<file path="src/rtl/cpu_run_pkg.sv">
// Shared types and defaults for the CPU run sequencer.
package cpu_run_pkg;

  typedef enum logic [1:0] {
    StIdle  = 2'd0,
    StReset = 2'd1,
    StRun   = 2'd2,
    StDone  = 2'd3
  } run_state_e;

  localparam int unsigned DefDataW        = 32;
  localparam int unsigned DefRstCycles    = 2;
  localparam int unsigned DefMaxCycles    = 500;
  localparam int unsigned DefStableCycles = 4;
  localparam logic [31:0] DefExpectOut    = 32'd55;

  // Width of a counter that must reach max_cycles inclusive.
  function automatic int unsigned cnt_w(input int unsigned max_cycles);
    return $clog2(max_cycles + 1);
  endfunction

endpackage

</file>
<file path="src/rtl/cpu_run_sequencer_stable_detector.sv">
// Tracks how many consecutive samples of d have been identical; flags halt.
module stable_detector #(
  parameter int unsigned DATA_W        = 32,
  parameter int unsigned STABLE_CYCLES = 4
) (
  input  logic              clk,
  input  logic              rst,
  input  logic              clr,
  input  logic              en,
  input  logic [DATA_W-1:0] d,
  output logic              stable
);

  localparam int unsigned SW = $clog2(STABLE_CYCLES + 1);

  logic [DATA_W-1:0] prev_q;
  logic [SW-1:0]     stab_q, stab_d;

  // stab_q == 0 marks "no sample yet", so the first sample always restarts the run.
  always_comb begin
    stab_d = stab_q;
    if (stab_q == '0 || d != prev_q) begin
      stab_d = SW'(1);
    end else if (stab_q != SW'(STABLE_CYCLES)) begin
      stab_d = stab_q + SW'(1);
    end
  end

  assign stable = en && (stab_d == SW'(STABLE_CYCLES));

  always_ff @(posedge clk) begin
    if (rst || clr) begin
      prev_q <= '0;
      stab_q <= '0;
    end else if (en) begin
      prev_q <= d;
      stab_q <= stab_d;
    end
  end

endmodule

</file>
<file path="src/rtl/cpu_run_sequencer.sv">
// Run controller: holds the CPU in reset, runs it within a cycle budget and
// reports halt (stable output) with pass/fail, or timeout.
module cpu_run_sequencer
  import cpu_run_pkg::*;
#(
  parameter int unsigned DATA_W        = DefDataW,
  parameter int unsigned RST_CYCLES    = DefRstCycles,
  parameter int unsigned MAX_CYCLES    = DefMaxCycles,
  parameter int unsigned STABLE_CYCLES = DefStableCycles,
  parameter logic [DATA_W-1:0] EXPECT_OUT = DATA_W'(DefExpectOut),
  localparam int unsigned CNT_W = cnt_w(MAX_CYCLES)
) (
  input  logic              CLK,
  input  logic              RST,
  input  logic              START,
  input  logic              ABORT,
  input  logic [DATA_W-1:0] CPU_OUT,
  output logic              CPU_RST,
  output logic              CPU_EN,
  output logic [CNT_W-1:0]  CYCLE_CNT,
  output logic              DONE,
  output logic              PASS,
  output logic              TIMEOUT,
  output logic [DATA_W-1:0] LAST_OUT
);

  localparam int unsigned RW = $clog2(RST_CYCLES + 1);

  run_state_e        state_q, state_d;
  logic [RW-1:0]     rcnt_q;
  logic [CNT_W-1:0]  cyc_q;
  logic              pass_q, timeout_q;
  logic [DATA_W-1:0] last_q;
  logic              stable;
  logic              budget_hit;

  stable_detector #(
    .DATA_W        (DATA_W),
    .STABLE_CYCLES (STABLE_CYCLES)
  ) u_stable (
    .clk    (CLK),
    .rst    (RST),
    .clr    (state_q != StRun),
    .en     (state_q == StRun),
    .d      (CPU_OUT),
    .stable (stable)
  );

  // This RUN cycle's increment brings the count to the budget.
  assign budget_hit = (cyc_q == CNT_W'(MAX_CYCLES - 1));

  always_ff @(posedge CLK) begin
    if (RST) begin
      state_q <= StIdle;
    end else begin
      state_q <= state_d;
    end
  end

  always_comb begin
    state_d = state_q;
    unique case (state_q)
      StIdle:  if (START) state_d = StReset;
      StReset: begin
        if (ABORT)             state_d = StIdle;
        else if (rcnt_q == '0) state_d = StRun;
      end
      StRun: begin
        if (ABORT)                     state_d = StIdle;
        else if (stable || budget_hit) state_d = StDone;
      end
      StDone:  if (START) state_d = StReset;
      default: state_d = StIdle;
    endcase
  end

  always_comb begin
    CPU_RST = (state_q == StIdle) || (state_q == StReset);
    CPU_EN  = (state_q == StRun);
    DONE    = (state_q == StDone);
  end

  always_ff @(posedge CLK) begin
    if (RST) begin
      rcnt_q    <= '0;
      cyc_q     <= '0;
      pass_q    <= 1'b0;
      timeout_q <= 1'b0;
      last_q    <= '0;
    end else begin
      unique case (state_q)
        StIdle, StDone: begin
          if (START) begin
            rcnt_q    <= RW'(RST_CYCLES - 1);
            cyc_q     <= '0;
            pass_q    <= 1'b0;
            timeout_q <= 1'b0;
            last_q    <= '0;
          end
        end
        StReset: begin
          if (rcnt_q != '0) rcnt_q <= rcnt_q - RW'(1);
        end
        StRun: begin
          if (!ABORT) begin
            if (cyc_q != CNT_W'(MAX_CYCLES)) cyc_q <= cyc_q + CNT_W'(1);
            // Halt takes precedence over timeout on the same cycle.
            if (stable) begin
              last_q    <= CPU_OUT;
              pass_q    <= (CPU_OUT == EXPECT_OUT);
              timeout_q <= 1'b0;
            end else if (budget_hit) begin
              last_q    <= CPU_OUT;
              pass_q    <= 1'b0;
              timeout_q <= 1'b1;
            end
          end
        end
        default: ;
      endcase
    end
  end

  assign CYCLE_CNT = cyc_q;
  assign PASS      = pass_q;
  assign TIMEOUT   = timeout_q;
  assign LAST_OUT  = last_q;

endmodule

</file>
<file path="config.mk">
export PLATFORM = sky130hd
export DESIGN_NAME = cpu_run_sequencer
export DESIGN_NICKNAME = d
export VERILOG_FILES = /design/src/rtl/cpu_run_pkg.sv /design/src/rtl/cpu_run_sequencer_stable_detector.sv /design/src/rtl/cpu_run_sequencer.sv
export SDC_FILE = /design/constraint.sdc
export NUM_CORES = 1
export LEC_CHECK = 0
export CAP_MARGIN = 0
export CORE_AREA = 2 2 88 90
export DETAILED_ROUTE_END_ITERATION = 7
export DIE_AREA = 0 0 90 92
export HOLD_SLACK_MARGIN = 0.02
export PLACE_DENSITY_LB_ADDON = 0.08
export SYNTH_ARGS = -nofsm -noshare
export SYNTH_HDL_FRONTEND = slang
export SYNTH_SLANG_ARGS = --single-unit
</file>
<file path="constraint.sdc">
create_clock -name CLK -period 2.5 [get_ports CLK]
set_input_delay 0.5 -clock CLK [delete_from_list [all_inputs] [get_ports CLK]]
set_output_delay 0.5 -clock CLK [all_outputs]
set_load 0.01 [all_outputs]
</file>
==> metrics.yaml, run 1 <==
status:
  outcome: "complete, no violations"
route:
  avgViaCountPerCell: 5.36
  routed_wl_um: 9020
  drt_iter0_drc: 116
  route.detailed.drc: 0
  avgRoutedWirePerCell_um: 15.6
  firstDrtPassIters: 4
  ant_nets: 0
  num_vias: 3102
pwr:
  vdd_drop_max_mv: 0.415
  power.leakage_uw: 0.00195
  p_per_area_nw_per_um2: 733
  total_power_uw: 3630
critical_path:
  cp_data_required_time_ns: 2.76
  worstSetupEndpointType: "flop"
  arrival_ns: 2.63
  worstRegToRegCells: 8
  cp-start-kind: "primary input"
  cp_common_cell: "buf_4"
  max_stage_delay_ns: 0.44
  path_cells: "clkdlybuf4s50_1 > xor2_1 > nor4_1 > buf_4 > nand3_1 > buf_4 > or3_1 > o211a_1 > a211oi_1"
  slowest_stage: "clkdlybuf4s50_1"
  path_class: "in -> reg"
  cp_max_fo: 5
die:
  start_util_pct: 48.5
  die_w_um: 90
  io_pins: 82
  design.core.area_um2: 7450
  die_y_um: 92
  row_count: 32
  die_area_um2: 8280
logic_synthesis:
  synth_edf_count: 0
  syn_inst: 365
  ys.flop_type: "dfxtp_1"
  syn-cell-area_um2: 3610
  async_reset_ff_share_pct: 0
  syn_avg_cell_area_um2: 9.89
  synth_warnings: 0
  ys_seq_area_share_pct: 45.5
  syn_nets: 410
  ys_types: 48
  ys_seq_elements: 82
layout:
  antenna-diode-count: 0
  stdcell_count: 579
  fin_nets: 517
  syn_to_final_growth_pct: 37.4
  layout-drive-gt1-share_pct: 13.6
  layout_common_cells: "82 x dfxtp_1, 81 x clkdlybuf4s50_1, 36 x nand3_1"
  final_core_util_pct: 66.6
  layout_commonest_cell: "dfxtp_1"
global_routing:
  first_global_vias: 3076
  antenna_found_initial: 0
  grt_remaining_overflow: 0
  grt.total_usage_pct: 22.1
  grt_max_degree: 49
  grt_pass1_wl_um: 14800
clock_network:
  clock_path_buffers: 2
  clk_pin_slew_worst_paths_ns: 0.08
  cts_tree: "built"
  hold_buffers: 0
  cts_buffers: 9
  cts_root_buffer: "clkbuf_8"
  clock_latency_ns: 0.35
  h-tree-depth: 3
  cts.sinks: 82
placed_design:
  portBuffers: 81
  hpwl_um: 6580
  place_inst: 563
  gp_congestion: 0.805
sta:
  rsz0062_at_grt: "false"
  period_minus_slack_ns: 2.38
  finClkSkew_ns: 0.00957
  setup_viol: 0
  hold_viol_final: 0
  fmax_mhz: 421
  worst_pin_slew_ns: 0.396
  fin_crit_sh_pct: 95.0
  relSlewSlack_pct: 73.2
  slew_violations: 0
worst_hold_path:
  hp-class: "reg -> reg"
  holdPathStages: 2
job:
  drv.max_cap_violation_count: 0
## layout make-up
type / count / area (um2)
Fill cell: 650 / 2490
Clock buffer: 11 / 131
Clock inverter: 5 / 78.8
Inverter: 14 / 52.6
Timing Repair Buffer: 116 / 1120
Sequential cell: 82 / 1640
Multi-Input combinational cell: 249 / 1810
Tap cell: 102 / 128
## worst max-delay path, delay by kind of cell
family          cells  cell delay, ns
compound gates      2            0.42
xor+xnor            1            0.16
buf+inv             3            0.78
simple gates        3            0.76
## final timing paths
check | from | to | slack (ns)
worst max-delay path | CPU_OUT[19] | state_q[0] | 0.12
worst min-delay path | LAST_OUT[9] | LAST_OUT[9] | 0.47
worst max register to register | u_stable.stab_q[0] | state_q[0] | 0.29
worst min register to register | LAST_OUT[9] | LAST_OUT[9] | 0.47
## layer usage
| metal | track usage, % | vias up | wire (um) |
|---|---|---|---|
| met2 | 37.3 | 59 | 4470 |
| met4 | 8.72 | 0 | 144 |
| met5 | 0 | - | 0 |
| met3 | 3.12 | 12 | 311 |
| li1 | - | 1546 | - |
| met1 | 28.7 | 1485 | 4100 |
## power by group
part | total (uW) | switching [uW] | internal (uW)
logic | 1190 | 703 | 490
clock network | 1030 | 467 | 562
registers | 1410 | 38.7 | 1370
## sequential cells by signal (all words and copies together), names as in the netlist
register	count
LAST_OUT	32
u_stable.prev_q	32
CYCLE_CNT	9
u_stable.stab_q	3
rcnt_q	2
state_q	2
PASS	1
TIMEOUT	1
## Yosys cell counts (9+ instances only)
cell type	number	share of area [%]
dfxtp_1	82	45
nand3_1	36	5.0
and3_1	33	5.7
o2bb2ai_1	25	6.1
xor2_1	23	5.6
nor2_1	15	1.6
xnor2_1	15	3.6
inv_1	14	1.5
clkbuf_1	13	1.4
a21oi_1	9	1.2
ha_1	9	3.1
## through the flow
step,setup WS (ns),hold slack [ns],setup TNS [ns],instance area (um2)
after floorplan,0.413,0.485,0,3610
after global placement,-0.253,0.454,-7.12,4740
after detailed placement,-0.281,0.458,-7.86,4740
after CTS,0.0838,0.470,0,4950
after global routing,0.0130,0.488,0,4960
final,0.125,0.467,0,4960
## repair_timing
item | 4_1_cts | 5_1_grt
endpoints found under the setup margin | 0 | 15
setup buffers | 0 | 0
gates resized for setup | 0 | 2
## kinds of logic after synthesis
| group | after synthesis | synth area share, % |
|---|---|---|
| AO/OA/AOI/OAI | 64 | 15.3 |
| XOR/XNOR | 38 | 9.22 |
| adder cells (fa/ha/maj) | 9 | 3.12 |
| buffers and inverters | 34 | 4.40 |
| flip-flops | 82 | 45.5 |
| multiplexers | 4 | 1.11 |
| AND/OR/NAND/NOR | 134 | 21.4 |
No activity file was read; power rests on OpenSTA's default activity.
==> run 2: changes to the inputs <==
Settings changed: CORE_AREA 2 2 88 90 to 2 2 108 110, DIE_AREA 0 0 90 92 to 0 0 110 112.
==> run 2 against run 1 <==
Clock-buffer cell count unchanged. Routed wire length up 13%. First-iteration DRC count increased by 16%. Setup slack lost 0.0023 ns. Combinational power is essentially flat. Critical endpoint is now LAST_OUT[16].
==> metrics.yaml, run 2 (synthesis gave the netlist of run 1 again) <==
sta:
  fmax_mhz: 421  # about the same
  setup_viol: 0  # unchanged
  slew_violations: 0  # unchanged
  hold_viol_final: 0  # unchanged
  relSlewSlack_pct: 70.1  # -3.2 points
  period_minus_slack_ns: 2.38  # +0.00227 ns
  finClkSkew_ns: 0.00486  # -0.00471 ns
  rsz0062_at_grt: "false"
  fin_crit_sh_pct: 95.1  # about the same
  whs_ns: 0.468  # +0.000611 ns
  worst_pin_slew_ns: 0.445  # +0.0489 ns
critical_path:
  cp_data_required_time_ns: 2.76  # about the same
  cp_max_fo: 32  # +27
  worstSetupEndpointType: "flop"
  arrival_ns: 2.64  # about the same
  path_class: "in -> reg"
  cp-start-kind: "primary input"
die:
  row_count: 39  # +22%
  design.core.area_um2: 11200  # +50%
  io_pins: 82  # unchanged
  die_y_um: 112  # +22%
  start_util_pct: 32.3  # -16 points
  die_w_um: 110  # +22%
  die_area_um2: 12300  # +49%
placed_design:
  gp_congestion: 0.755  # -6.3%
  placed_area_um2: 4810  # +1.6%
  place_inst: 607  # +7.8%
  portBuffers: 81  # unchanged
  hpwl_um: 7350  # +12%
job:
  drv.max_cap_violation_count: 0  # unchanged
route:
  drt_iter0_drc: 135  # +16%
  firstDrtPassIters: 4  # unchanged
  routed_wl_um: 10200  # +13%
  ant_nets: 0  # unchanged
  num_vias: 3099  # -0.097%
  route.detailed.drc: 0  # unchanged
  avgRoutedWirePerCell_um: 16.4  # +5.2%
  avgViaCountPerCell: 4.97  # -7.2%
layout:
  layout_common_cells: "82 x dfxtp_1, 81 x clkdlybuf4s50_1, 36 x nand3_1"
  fillerInstances: 1101  # +69%
  antenna-diode-count: 0  # unchanged
  layout-drive-gt1-share_pct: 14.4  # +0.75 points
  final_core_util_pct: 45.7  # -21 points
  stdcell_count: 623  # +7.6%
  layout_commonest_cell: "dfxtp_1"
  finalInstanceArea_um2: 5110  # +3.1%
  syn_to_final_growth_pct: 41.6
  fin_nets: 520  # +0.58%
clock_network:
  cts_buffers: 9  # unchanged
  cts_root_buffer: "clkbuf_16"
  clock_latency_ns: 0.33  # -0.02 ns
  cts_tree: "built"
  hold_buffers: 0  # unchanged
  h-tree-depth: 3  # unchanged
  cts.sinks: 82  # unchanged
  clk_pin_slew_worst_paths_ns: 0.06  # -0.02 ns
  clock_path_buffers: 2  # unchanged
global_routing:
  grt_pass1_wl_um: 16000  # +7.9%
  grt_remaining_overflow: 0  # unchanged
  antenna_found_initial: 0  # unchanged
  grt.total_usage_pct: 17.1  # -5.0 points
  first_global_vias: 3064  # -0.39%
  grt_max_degree: 70  # +43%
pwr:
  vdd_drop_max_mv: 0.442  # +6.5%
  p_per_area_nw_per_um2: 762  # +4.0%
  power.leakage_uw: 0.00199  # +2.4%
  total_power_uw: 3890  # +7.2%
worst_hold_path:
  hp-class: "reg -> reg"
status:
  outcome: "complete, no violations"
## run 2: changes by cell type in the layout (fill, tap and decap cells not counted)
| cell | before | now |
|---|---|---|
| clkinv_4 | 1 | 0 |
| clkinvlp_4 | 0 | 2 |
| bufinv_16 | 2 | 1 |
| clkbuf_8 | 9 | 0 |
| buf_4 | 30 | 35 |
| xnor2_2 | 0 | 1 |
| xnor2_1 | 15 | 14 |
| buf_6 | 2 | 0 |
| clkbuf_16 | 0 | 9 |
## run 2: metrics by stage
step / setup slack, ns / TNS [ns]
after global routing: 0.0140 / 0
after floorplan: 0.413 / 0
after global placement: -0.234 / -8.39
final: 0.122 / 0
after CTS: 0.0532 / 0
after detailed placement: -0.285 / -9.65
## run 2: where the power goes
group | switching (uW) | internal (uW)
clock | 516 | 771
sequential | 38.9 | 1380
combinational | 722 | 472
## run 2: cell type report
type	instances	area [um2]	share of cell area, %
clock buffer	11	233	4.55
timing repair buffer	119	1130	22.2
sequential	82	1640	32.1
tap	143	179	3.50
multi-input combinational	249	1820	35.5
inverter	14	52.6	1.03
clock inverter	5	55.1	1.08
## run 2: layer usage
metal  part of all wire [%]  global-route usage [%]
met3                    4.5                    3.69
met2                     48                    27.4
met5                      0                       0
met1                     47                    22.6
met4                   0.90                    5.99
## run 2: worst max-delay path, cell delays in order
cell,delay [ns]
clkdlybuf4s50_1,0.55
xnor2_1,0.14
nand4_1,0.12
nor4_2,0.32
nand3_2,0.18
o41ai_4,0.41
buf_12,0.26
o2bb2ai_1,0.14
## run 2: worst paths after layout
path / start / endpoint / cells past startpoint / slack (ns)
setup / recovery: CPU_OUT[3] / LAST_OUT[16] / 8 / 0.12
hold / removal: LAST_OUT[19] / LAST_OUT[19] / 2 / 0.47
setup reg to reg: u_stable.stab_q[0] / state_q[0] / 8 / 0.31
hold reg to reg: LAST_OUT[19] / LAST_OUT[19] / 2 / 0.47
## run 2: repair_timing
| item | CTS | global route |
|---|---|---|
| setup endpoints to repair | 0 | 3 |
| gates resized for setup | 0 | 1 |
| endpoints found under the hold margin | 0 | 0 |
| setup buffers | 0 | 0 |
